**config.mk**
```make
export PLATFORM = sky130hd
export DESIGN_NAME = rx_symbol_deframer_flat
export DESIGN_NICKNAME = d
export VERILOG_FILES = /design/src/rtl/rx_symbol_deframer_if.sv /design/src/rtl/rx_symbol_deframer.sv /design/src/flat_wrapper.sv
export SDC_FILE = /design/constraint.sdc
export NUM_CORES = 1
export LEC_CHECK = 0
export ABC_AREA = 1
export CAP_MARGIN = 30
export CORE_MARGIN = 2
export CORE_UTILIZATION = 50
export DETAILED_ROUTE_END_ITERATION = 6
export GPL_TIMING_DRIVEN = 0
export PLACE_DENSITY = 0.74
export SLEW_MARGIN = 0
export SYNTH_ARGS = -nofsm -noshare
export SYNTH_HDL_FRONTEND = slang
export SYNTH_SLANG_ARGS = --single-unit
```
**constraint.sdc**
```tcl
create_clock -name clk -period 3.8 [get_ports clk]
set_clock_uncertainty 0.2 [all_clocks]
set_input_delay 0.38 -clock clk [delete_from_list [all_inputs] [get_ports clk]]
set_output_delay 0.38 -clock clk [all_outputs]
set_load 0.005 [all_outputs]
```
**src/rtl/rx_symbol_deframer_if.sv**
```systemverilog
// Byte stream from the deframer toward packet/UART logic; byte_out is held while
// byte_valid is high and byte_ready is low.
interface rx_symbol_deframer_if;
  logic [7:0] byte_out;
  logic       byte_valid;
  logic       byte_ready;

  modport master (output byte_out, output byte_valid, input byte_ready);
  modport slave  (input byte_out, input byte_valid, output byte_ready);
endinterface

```
**src/rtl/rx_symbol_deframer.sv**
```systemverilog
// Decimates matched-filter samples to BPSK bits, hunts the sync word, packs payload bytes.
// Decision on edge N is visible after edge N; a byte completing while the output is stalled is dropped (sticky overflow).
module rx_symbol_deframer #(
  parameter int          SPS           = 4,
  parameter int          SAMPLE_PHASE  = 2,
  parameter logic [15:0] SYNC_WORD     = 16'hA5F0,
  parameter int          PAYLOAD_BYTES = 4
) (
  input  logic                     clk,
  input  logic                     reset,
  input  logic signed [10:0]       sample_in,
  input  logic                     sample_valid,
  input  logic                     slip,
  rx_symbol_deframer_if.master     byte_if,
  output logic                     frame_start,
  output logic                     frame_done,
  output logic                     in_frame,
  output logic                     overflow
);

  typedef enum logic {HUNT, PAYLOAD} state_t;

  state_t      state, state_nxt;
  logic [3:0]  phase;
  logic [15:0] sreg;
  logic [2:0]  bit_cnt;
  logic [7:0]  byte_cnt;
  logic [7:0]  asm_q;

  logic        decision;
  logic        dec_bit;
  logic [15:0] sreg_shift;
  logic [7:0]  asm_shift;
  logic        match;
  logic        byte_done;
  logic        last_byte;

  assign decision   = sample_valid && (phase == 4'(SAMPLE_PHASE));
  assign dec_bit    = (sample_in >= 11'sd0);
  assign sreg_shift = {sreg[14:0], dec_bit};
  assign asm_shift  = {asm_q[6:0], dec_bit};

  always_ff @(posedge clk) begin
    if (reset) state <= HUNT;
    else       state <= state_nxt;
  end

  always_comb begin
    state_nxt = state;
    case (state)
      HUNT:    if (match)     state_nxt = PAYLOAD;
      PAYLOAD: if (last_byte) state_nxt = HUNT;
      default:                state_nxt = HUNT;
    endcase
  end

  always_comb begin
    match     = 1'b0;
    byte_done = 1'b0;
    last_byte = 1'b0;
    in_frame  = 1'b0;
    case (state)
      HUNT: match = decision && (sreg_shift == SYNC_WORD);
      PAYLOAD: begin
        in_frame  = 1'b1;
        byte_done = decision && (bit_cnt == 3'd7);
        last_byte = byte_done && (byte_cnt == 8'(PAYLOAD_BYTES - 1));
      end
      default: ;
    endcase
  end

  // A slip only freezes the counter; the decision on that sample still counts.
  always_ff @(posedge clk) begin
    if (reset)
      phase <= 4'd0;
    else if (sample_valid && !slip)
      phase <= (phase == 4'(SPS - 1)) ? 4'd0 : phase + 4'd1;
  end

  always_ff @(posedge clk) begin
    if (reset || last_byte)
      sreg <= 16'd0;
    else if (decision)
      sreg <= sreg_shift;
  end

  always_ff @(posedge clk) begin
    if (reset) begin
      bit_cnt  <= 3'd0;
      byte_cnt <= 8'd0;
      asm_q    <= 8'd0;
    end else if (match) begin
      bit_cnt  <= 3'd0;
      byte_cnt <= 8'd0;
    end else if (state == PAYLOAD && decision) begin
      bit_cnt <= bit_cnt + 3'd1;
      asm_q   <= asm_shift;
      if (byte_done)
        byte_cnt <= byte_cnt + 8'd1;
    end
  end

  // Output holding register: a new byte only replaces one that is gone or leaving this cycle.
  always_ff @(posedge clk) begin
    if (reset) begin
      byte_if.byte_out   <= 8'd0;
      byte_if.byte_valid <= 1'b0;
      overflow           <= 1'b0;
      frame_start        <= 1'b0;
      frame_done         <= 1'b0;
    end else begin
      frame_start <= match;
      frame_done  <= last_byte;
      if (byte_done) begin
        if (!byte_if.byte_valid || byte_if.byte_ready) begin
          byte_if.byte_out   <= asm_shift;
          byte_if.byte_valid <= 1'b1;
        end else begin
          overflow <= 1'b1;
        end
      end else if (byte_if.byte_valid && byte_if.byte_ready) begin
        byte_if.byte_valid <= 1'b0;
      end
    end
  end

endmodule
```
**src/flat_wrapper.sv**
```systemverilog
// flat-port wrapper written by rule: the top's interface ports become plain ports
module rx_symbol_deframer_flat 
#(
  parameter int          SPS           = 4,
  parameter int          SAMPLE_PHASE  = 2,
  parameter logic [15:0] SYNC_WORD     = 16'hA5F0,
  parameter int          PAYLOAD_BYTES = 4
)
  (clk, reset, sample_in, sample_valid, slip, frame_start, frame_done, in_frame, overflow, byte_if_byte_out, byte_if_byte_valid, byte_if_byte_ready);
  rx_symbol_deframer_if byte_if_i ();
  input  logic clk;
  input  logic reset;
  input  logic signed [10:0] sample_in;
  input  logic sample_valid;
  input  logic slip;
  output logic frame_start;
  output logic frame_done;
  output logic in_frame;
  output logic overflow;
  output wire logic [$bits(byte_if_i.byte_out)-1:0] byte_if_byte_out;
  output wire logic [$bits(byte_if_i.byte_valid)-1:0] byte_if_byte_valid;
  input wire logic [$bits(byte_if_i.byte_ready)-1:0] byte_if_byte_ready;
  assign byte_if_byte_out = byte_if_i.byte_out;
  assign byte_if_byte_valid = byte_if_i.byte_valid;
  assign byte_if_i.byte_ready = byte_if_byte_ready;
  rx_symbol_deframer #(.SPS(SPS), .SAMPLE_PHASE(SAMPLE_PHASE), .SYNC_WORD(SYNC_WORD), .PAYLOAD_BYTES(PAYLOAD_BYTES)) u_core (.clk(clk), .reset(reset), .sample_in(sample_in), .sample_valid(sample_valid), .slip(slip), .byte_if(byte_if_i), .frame_start(frame_start), .frame_done(frame_done), .in_frame(in_frame), .overflow(overflow));
endmodule
```
Word level (Yosys, flattened, before mapping)

Index checks and enable logic that the tools add are counted.

$add $sub $neg: 3
Bitwise logic cells: 3
$lt $le $gt $ge: 1
Reductions and logical operators: 18
Muxes and demuxes: 11
Equality and inequality tests: 6

Operators with widths:

| cell                                                                                 | number |
|---|---|
| 16-bit equality test, second input constant                                          | 1 |
| 11-bit by 1-bit greater-or-equal comparator with 1-bit output, second input constant | 1 |
| 2-bit AND reduction                                                                  | 5 |
| 1-bit 2-to-1 mux                                                                     | 9 |
| 8-bit by 1-bit adder with 8-bit output, second input constant                        | 1 |
| 4-bit by 2-bit equality test with 1-bit output, second input constant                | 2 |
| 8-bit by 2-bit equality test with 1-bit output, second input constant                | 1 |
| 1-bit logical AND                                                                    | 7 |
| 4-bit by 1-bit adder with 4-bit output, second input constant                        | 1 |
| 4-bit 2-to-1 mux                                                                     | 1 |
| 3-bit by 1-bit adder with 3-bit output, second input constant                        | 1 |
| 3-bit equality test, second input constant                                           | 1 |
| 1-bit inverter                                                                       | 3 |
| 1-bit logical NOT                                                                    | 2 |
| 1-bit logical OR                                                                     | 2 |
| 2-bit inequality test, second input constant                                         | 1 |
| 1-bit case mux with 2 select lines                                                   | 1 |
| 2-bit nonzero test                                                                   | 1 |
| 2-bit OR reduction                                                                   | 1 |

Register bits: 50
Input bits: 16
Word-level logic and storage cells: 53
Output and inout port bits: 13

Logic depth before layout (Yosys ltp)

Gate-level depths: netlist of the first run.

Depth in word-level cells: 7
Depth in mapped cells: 12
Mapped depth without buffers: 11

Worst setup path after synthesis of the first run

Ideal clock, no wire load.

Path kind: flip-flop to flip-flop
Start: register u_core.phase[0]
End: register u_core.byte_if.byte_out[0]
Setup time: 113 ps
Clock period less this slack: 1605 ps
Arrival time: 1292 ps
Required time: 3487 ps
Stages on the path, launching flop included: 12
Slack: 2195 ps
Path buffers: 1
Path through: dfxtp_1 inv_1 ha_1 nand2_2 inv_1 nand2_4 nor2_4 buf_6 nand2_4 clkinv_4 nor2_1 nor2_1

Cells in the longest elaborated chain, start to end: 5

Ends and longest elaborated chain:

| item                                           | RTL line                   | RTL |
|---|---|---|
| from (decl)                                    | rx_symbol_deframer.sv:24   | `logic [3:0] phase;` |
| from (signal assigned)                         | rx_symbol_deframer.sv:78   | `phase <= (phase == 4'(SPS - 1)) ? 4'd0 : phase + 4'd1;` |
| 4-bit by 2-bit equality test with 1-bit output | rx_symbol_deframer.sv:38   | `assign decision = sample_valid && (phase == 4'(SAMPLE_PHASE));` |
| 1-bit logical AND                              | rx_symbol_deframer.sv:38   |  |
| 1-bit logical AND                              | rx_symbol_deframer.sv:66   | `byte_done = decision && (bit_cnt == 3'd7);` |
| 1-bit 2-to-1 mux                               | rx_symbol_deframer.sv:62   | `case (state)` |
| 2-bit AND reduction (no source line)           | n/a                        |  |
| to (signal assigned)                           | rx_symbol_deframer.sv:117  | `byte_if.byte_out <= asm_shift;` |
| to (decl)                                      | rx_symbol_deframer_if.sv:8 | `modport master (output byte_out, output byte_valid, input byte_ready);` |

No other way between the ends.
A chain may end at the register's enable or synchronous reset.

Worst setup path after layout of the first run

Start: register u_core.state
End: output in_frame

Cells in the longest elaborated chain, start to end: 1

Ends and longest elaborated chain:

| item                   | RTL line                 | RTL |
|---|---|---|
| from (decl)            | rx_symbol_deframer.sv:23 | `state_t state, state_nxt;` |
| from (signal assigned) | rx_symbol_deframer.sv:45 | `else state <= state_nxt;` |
| 1-bit 2-to-1 mux       | rx_symbol_deframer.sv:62 |  |
| to (decl)              | flat_wrapper.sv:18       | `output logic in_frame;` |

No other way between the ends.

==> results.yml, run 1 <==
sta:
  fmax_mhz: 551
  fin_ws_ns: 1.98
  tightest_slew_ns: 0.473
  hold_viol: 0
  slew_viol_final: 0
  holdWs_ns: 0.267
  setup_violations: 0
  fin_crit_ns: 1.82
  relSlewSlack_pct: 68.5
  fin_crit_sh_pct: 47.8
  fin_tns_setup_ns: 0
  grt_setup_unrepaired: "false"
setup_path:
  cp-start-kind: "flop"
  cp.depth: 1
  worstSetupPathType: "reg2out"
  end_kind: "output port"
  worst_ep_required_time_ns: 3.22
  reg2reg_depth: 11
  critPathBufInv: 1
  crit_family: "buffers and inverters"
  path_cells: "clkdlybuf4s50_1"
  max_stage_delay_ns: 0.53
  cp_max_fo: 4
  cp_slowest_cell: "clkdlybuf4s50_1"
  critPathArrivalTime_ns: 1.24
floorplan:
  die-area_um2: 4830
  die_h_um: 69.5
  core_um2: 4060
  initial_core_util_pct: 52.8
  rows: 23
  ios: 29
  die_w_um: 69.5
routing:
  viasPerCell: 4.83
  wl_um: 3730
  dr.pass1.iters: 4
  drc: 0
  drt-initial-drc-count: 100
  wl_per_cell_um: 10.1
  num_vias: 1777
  postRouteAntennaNets: 0
synthesis:
  synth-seq-cells: 50
  synthDistinctLibCells: 20
  syn_avg_cell_area_um2: 7.32
  synth_top_area_share_pct: 46.7
  synth_area_leader_cell: "dfxtp_1"
  synth_area_leaders: "dfxtp_1, nand2_1, nor2_1"
  synth_warnings: 0
  syn_area_um2: 2140
  ys_seq_area_share_pct: 46.7
  synth_nets: 314
  netlist_instances: 293
power:
  ir_drop_mv: 0.212
  clkPwrFrac_pct: 34.6
  pwr-share-seq_pct: 61.4
  powerDensity_nw_per_um2: 348
  power.switching_uw: 195
  p_sw_share_pct: 22.6
  p_leak_nw: 0.912
  p_int_uw: 665
  power_frac_comb_pct: 4.1
  total_power_uw: 859
final_layout:
  final_cells: 368
  mostFrequentLayoutCell: "nand2_1"
  fin_util_pct: 60.9
  fillers: 403
  area_growth_pct: 15.2
  final_net_count: 339
  drive_above_1_share_pct: 7.23
  final_cell_mix: "nand2_1, dfxtp_1, nor2_1"
  fin_area_um2: 2470
  num_antenna_cells: 0
  ff_latch_area_um2: 1000
  multi_input_area_um2: 967
worst_hold_path:
  hold_class: "reg2reg"
  min_path_cells: 2
cts:
  root_buffer: "clkbuf_8"
  post_cts_buffers: 0
  clockBufferDepth: 2
  cts_hold_buffers: 0
  cts_tree: "done"
  cts_sinks: 50
  path_clk_slew_ns: 0.09
  h-tree-depth: 2
  clkLatencyLatePin_ns: 0.31
  cts_buffers: 5
  cts.repair.resized: 0
placement:
  placed_area_um2: 2390
  dp_cells: 361
  dp_slack_ns: 1.71
  place_congestion: 0.797
  port_buffers: 18
  dp.final_hpwl_um: 2700
grt:
  grt_pass1_wl_um: 6470
  track_usage_pct: 16.5
  grt_start_max_net_pins: 16
  grt_pass1_vias: 1539
  globalRouteOverflowTotal: 0
  antenna_found_initial: 0
run_status:
  outcome: "finished clean"
job:
  max_cap_violations: 0
[path summary, 6_finish.rpt]
kind                                 startpoint  slack, ns                    endpoint
worst max register to register  u_core.phase[0]       2.04  u_core.byte_if.byte_out[6]
worst min register to register  u_core.sreg[14]       0.27             u_core.sreg[14]
worst min-delay path            u_core.sreg[14]       0.27             u_core.sreg[14]
worst max-delay path               u_core.state       1.98                    in_frame
[cells in the mapped netlist, drive strengths merged]
library cell	instances
dfxtp	50
a21oi	28
o21ai	10
ha	5
nand2	84
inv	30
nand3	17
nand4	3
xor2	8
buf	5
nor2	48
clkbuf	4
clkinv	1
[metal layers]
| layer | up-vias | wire length (µm) | global-route usage, % |
|---|---|---|---|
| met5 | - | 0 | 0 |
| li1 | 961 | - | - |
| met3 | 7 | 171 | 4.22 |
| met2 | 31 | 1620 | 26.3 |
| met4 | 0 | 79 | 7.84 |
| met1 | 778 | 1860 | 21.0 |
[registers in the layout (all words and copies together) (netlist names), 3 cells and up]
signal,count
u_core.sreg,15
u_core.byte_cnt,8
u_core.byte_if.byte_out,8
u_core.asm_q,7
u_core.phase,4
u_core.bit_cnt,3
[power groups by stage]
stage | clock (mW) | combinational, mW | sequential, mW
floorplan | 0 | 0.0230 | 0.539
global placement | 0 | 0.0349 | 0.540
detailed placement | 0 | 0.0355 | 0.540
CTS | 0.309 | 0.0355 | 0.527
global route | 0.328 | 0.0398 | 0.528
finish | 0.297 | 0.0349 | 0.527
[final cells by class]
cell class                 instances  share of cell area, %
sequential                        50                   40.5
multi-input combinational        203                   39.2
timing repair buffer              18                   7.29
inverter                          31                   4.91
clock buffer                       5                   2.79
tap                               50                   2.53
buffer                             9                   2.18
clock inverter                     2                  0.608
[worst reg2reg max path, stage by stage, from the launching register on]
cell      delay, ns
dfxtp_1        0.36
inv_1          0.07
ha_1           0.21
nand2_2        0.09
inv_1          0.07
nand2_4        0.11
nor2_4         0.04
buf_6          0.14
nand2_4        0.12
clkinv_4       0.09
nor2_1         0.10
nor2_1         0.05
[kinds of logic after synthesis]
logic type,share of synthesized area [%]
simple gates,30.1
xor+xnor,3.27
buf+inv,8.17
fa+ha+maj,2.92
flops,46.7
compound gates,8.87
(Power assumes the default switching activity.)
==> inputs of run 2 (changes only) <==
==> constraint.sdc (replaced) <==
create_clock -name clk -period 1.9 [get_ports clk]
set_clock_uncertainty 0.2 [all_clocks]
set_input_delay 0.19 -clock clk [delete_from_list [all_inputs] [get_ports clk]]
set_output_delay 0.19 -clock clk [all_outputs]
set_load 0.005 [all_outputs]
==> results.yml, run 2 (synthesis gave the netlist of run 1 again) <==
setup_path:
  end_kind: "flop"
  cp_slowest_cell: "dfxtp_2"
  cp-start-kind: "flop"
  worst_ep_required_time_ns: 1.91
  worstSetupPathType: "reg2reg"
  max_stage_delay_ns: 0.33
  critPathBufInv: 3
  crit_family: "simple AND/OR/NAND/NOR gates"
  r2r_slack_ns: 0.17
  cp_max_fo: 10
  path_cells: "inv_1 -> ha_1 -> nand2_2 -> inv_1 -> nand2_4 -> nor2_1 -> nand3_1 -> nand2_1 -> buf_6 -> nor2_1"
  critPathArrivalTime_ns: 1.74
final_layout:
  final_net_count: 339
  area_growth_pct: 15.7
  top_register: "u_core.sreg"
  fin_util_pct: 61.1
  final_cells: 368
  ff_latch_area_um2: 1000
  num_antenna_cells: 0
  reg_top3: "u_core.sreg x15, u_core.byte_cnt x8, u_core.byte_if.byte_out x8"
  final_cell_mix: "nand2_1, dfxtp_1, nor2_1"
  largest_register_ffs: 15
  multi_input_area_um2: 972
  drive_above_1_share_pct: 7.55
  fin_area_um2: 2480
  fillers: 402
  mostFrequentLayoutCell: "nand2_1"
sta:
  slew_viol_final: 0
  tightest_slew_ns: 0.476
  setup_violations: 0
  fin_crit_ns: 1.73
  fmax_mhz: 577
  hold_viol: 0
  holdWs_ns: 0.267
  relSlewSlack_pct: 68.3
  fin_crit_sh_pct: 91.2
floorplan:
  ios: 29
  initial_core_util_pct: 52.8
  rows: 23
  core_um2: 4060
  die_h_um: 69.5
  die_w_um: 69.5
  die-area_um2: 4830
routing:
  drt-initial-drc-count: 98
  drc: 0
  viasPerCell: 4.86
  postRouteAntennaNets: 0
  wl_um: 3760
  wl_per_cell_um: 10.2
  dr.pass1.iters: 4
  num_vias: 1787
cts:
  cts_sinks: 50
  clkLatencyLatePin_ns: 0.31
  cts_buffers: 5
  cts_hold_buffers: 0
  h-tree-depth: 2
  clockBufferDepth: 2
  cts_tree: "done"
  root_buffer: "clkbuf_8"
  path_clk_slew_ns: 0.09
grt:
  track_usage_pct: 16.5
  grt_start_max_net_pins: 16
  globalRouteOverflowTotal: 0
  grt_pass1_vias: 1539
  grt_pass1_wl_um: 6470
  antenna_found_initial: 0
placement:
  dp_cells: 361
  placed_area_um2: 2390
  dp.final_hpwl_um: 2700
  port_buffers: 18
  place_congestion: 0.797
worst_hold_path:
  hold_class: "reg2reg"
job:
  max_cap_violations: 0
run_status:
  outcome: "finished clean"
power:
  powerDensity_nw_per_um2: 696
  p_leak_nw: 0.914
  ir_drop_mv: 0.424
-- run 2: cell counts in the layout (fill, tap and decap cells not counted) --
No cell type changed its count.
-- run 2: repair_timing --
item	in CTS	in global routing
buffers inserted	0	0
endpoints found under the setup margin	0	12
gates resized for setup	0	3
-- run 2: metal layers --
layer  routed length [µm]  up-vias  track usage (%)  part of all wire (%)
met4                   79        0             7.84                   2.1
met3                  173        7             4.22                   4.6
met2                 1660       31             26.3                    44
li1                     -      962                -                     -
met5                    0        -                0                     0
met1                 1850      787             21.0                    49
-- run 2: stage by stage --
stage	setup TNS, ns	worst slack, ns	total power, mW
after CTS	0	0.120	1.74
after detailed placement	-0.00157	-0.00112	1.15
after global placement	0	0.0132	1.15
final	0	0.167	1.73
after floorplan	0	0.295	1.12
after global routing	-0.00279	-0.00279	1.79
-- run 2: worst paths after layout --
| path | start | endpoint | depth (start not counted) |
|---|---|---|---|
| worst max register to register | u_core.phase[0] | u_core.byte_cnt[5] | 10 |
| worst max-delay path | u_core.phase[0] | u_core.byte_cnt[5] | 10 |
| worst min register to register | u_core.sreg[14] | u_core.sreg[14] | 2 |
| worst min-delay path | u_core.sreg[14] | u_core.sreg[14] | 2 |
-- run 2: cell type report --
cell class,count,share of cell area (%)
sequential,50,40.4
buffer,9,2.32
inverter,31,4.89
tap,50,2.52
multi-input combinational,203,39.2
clock buffer,5,2.77
timing repair buffer,18,7.27
clock inverter,2,0.605
-- run 2: worst reg2reg max path: cells and delay by family (launching register included) --
| kind | cells | cell delay [ns] |
|---|---|---|
| DFF | 1 | 0.33 |
| buffers and inverters | 3 | 0.32 |
| and+or+nand+nor | 6 | 0.62 |
| adders and majority gates | 1 | 0.16 |
-- run 2: power by group --
part           internal, mW  switching (mW)
sequential             1.05         0.00348
combinational        0.0277          0.0440
clock                 0.252           0.348
total                  1.33           0.396
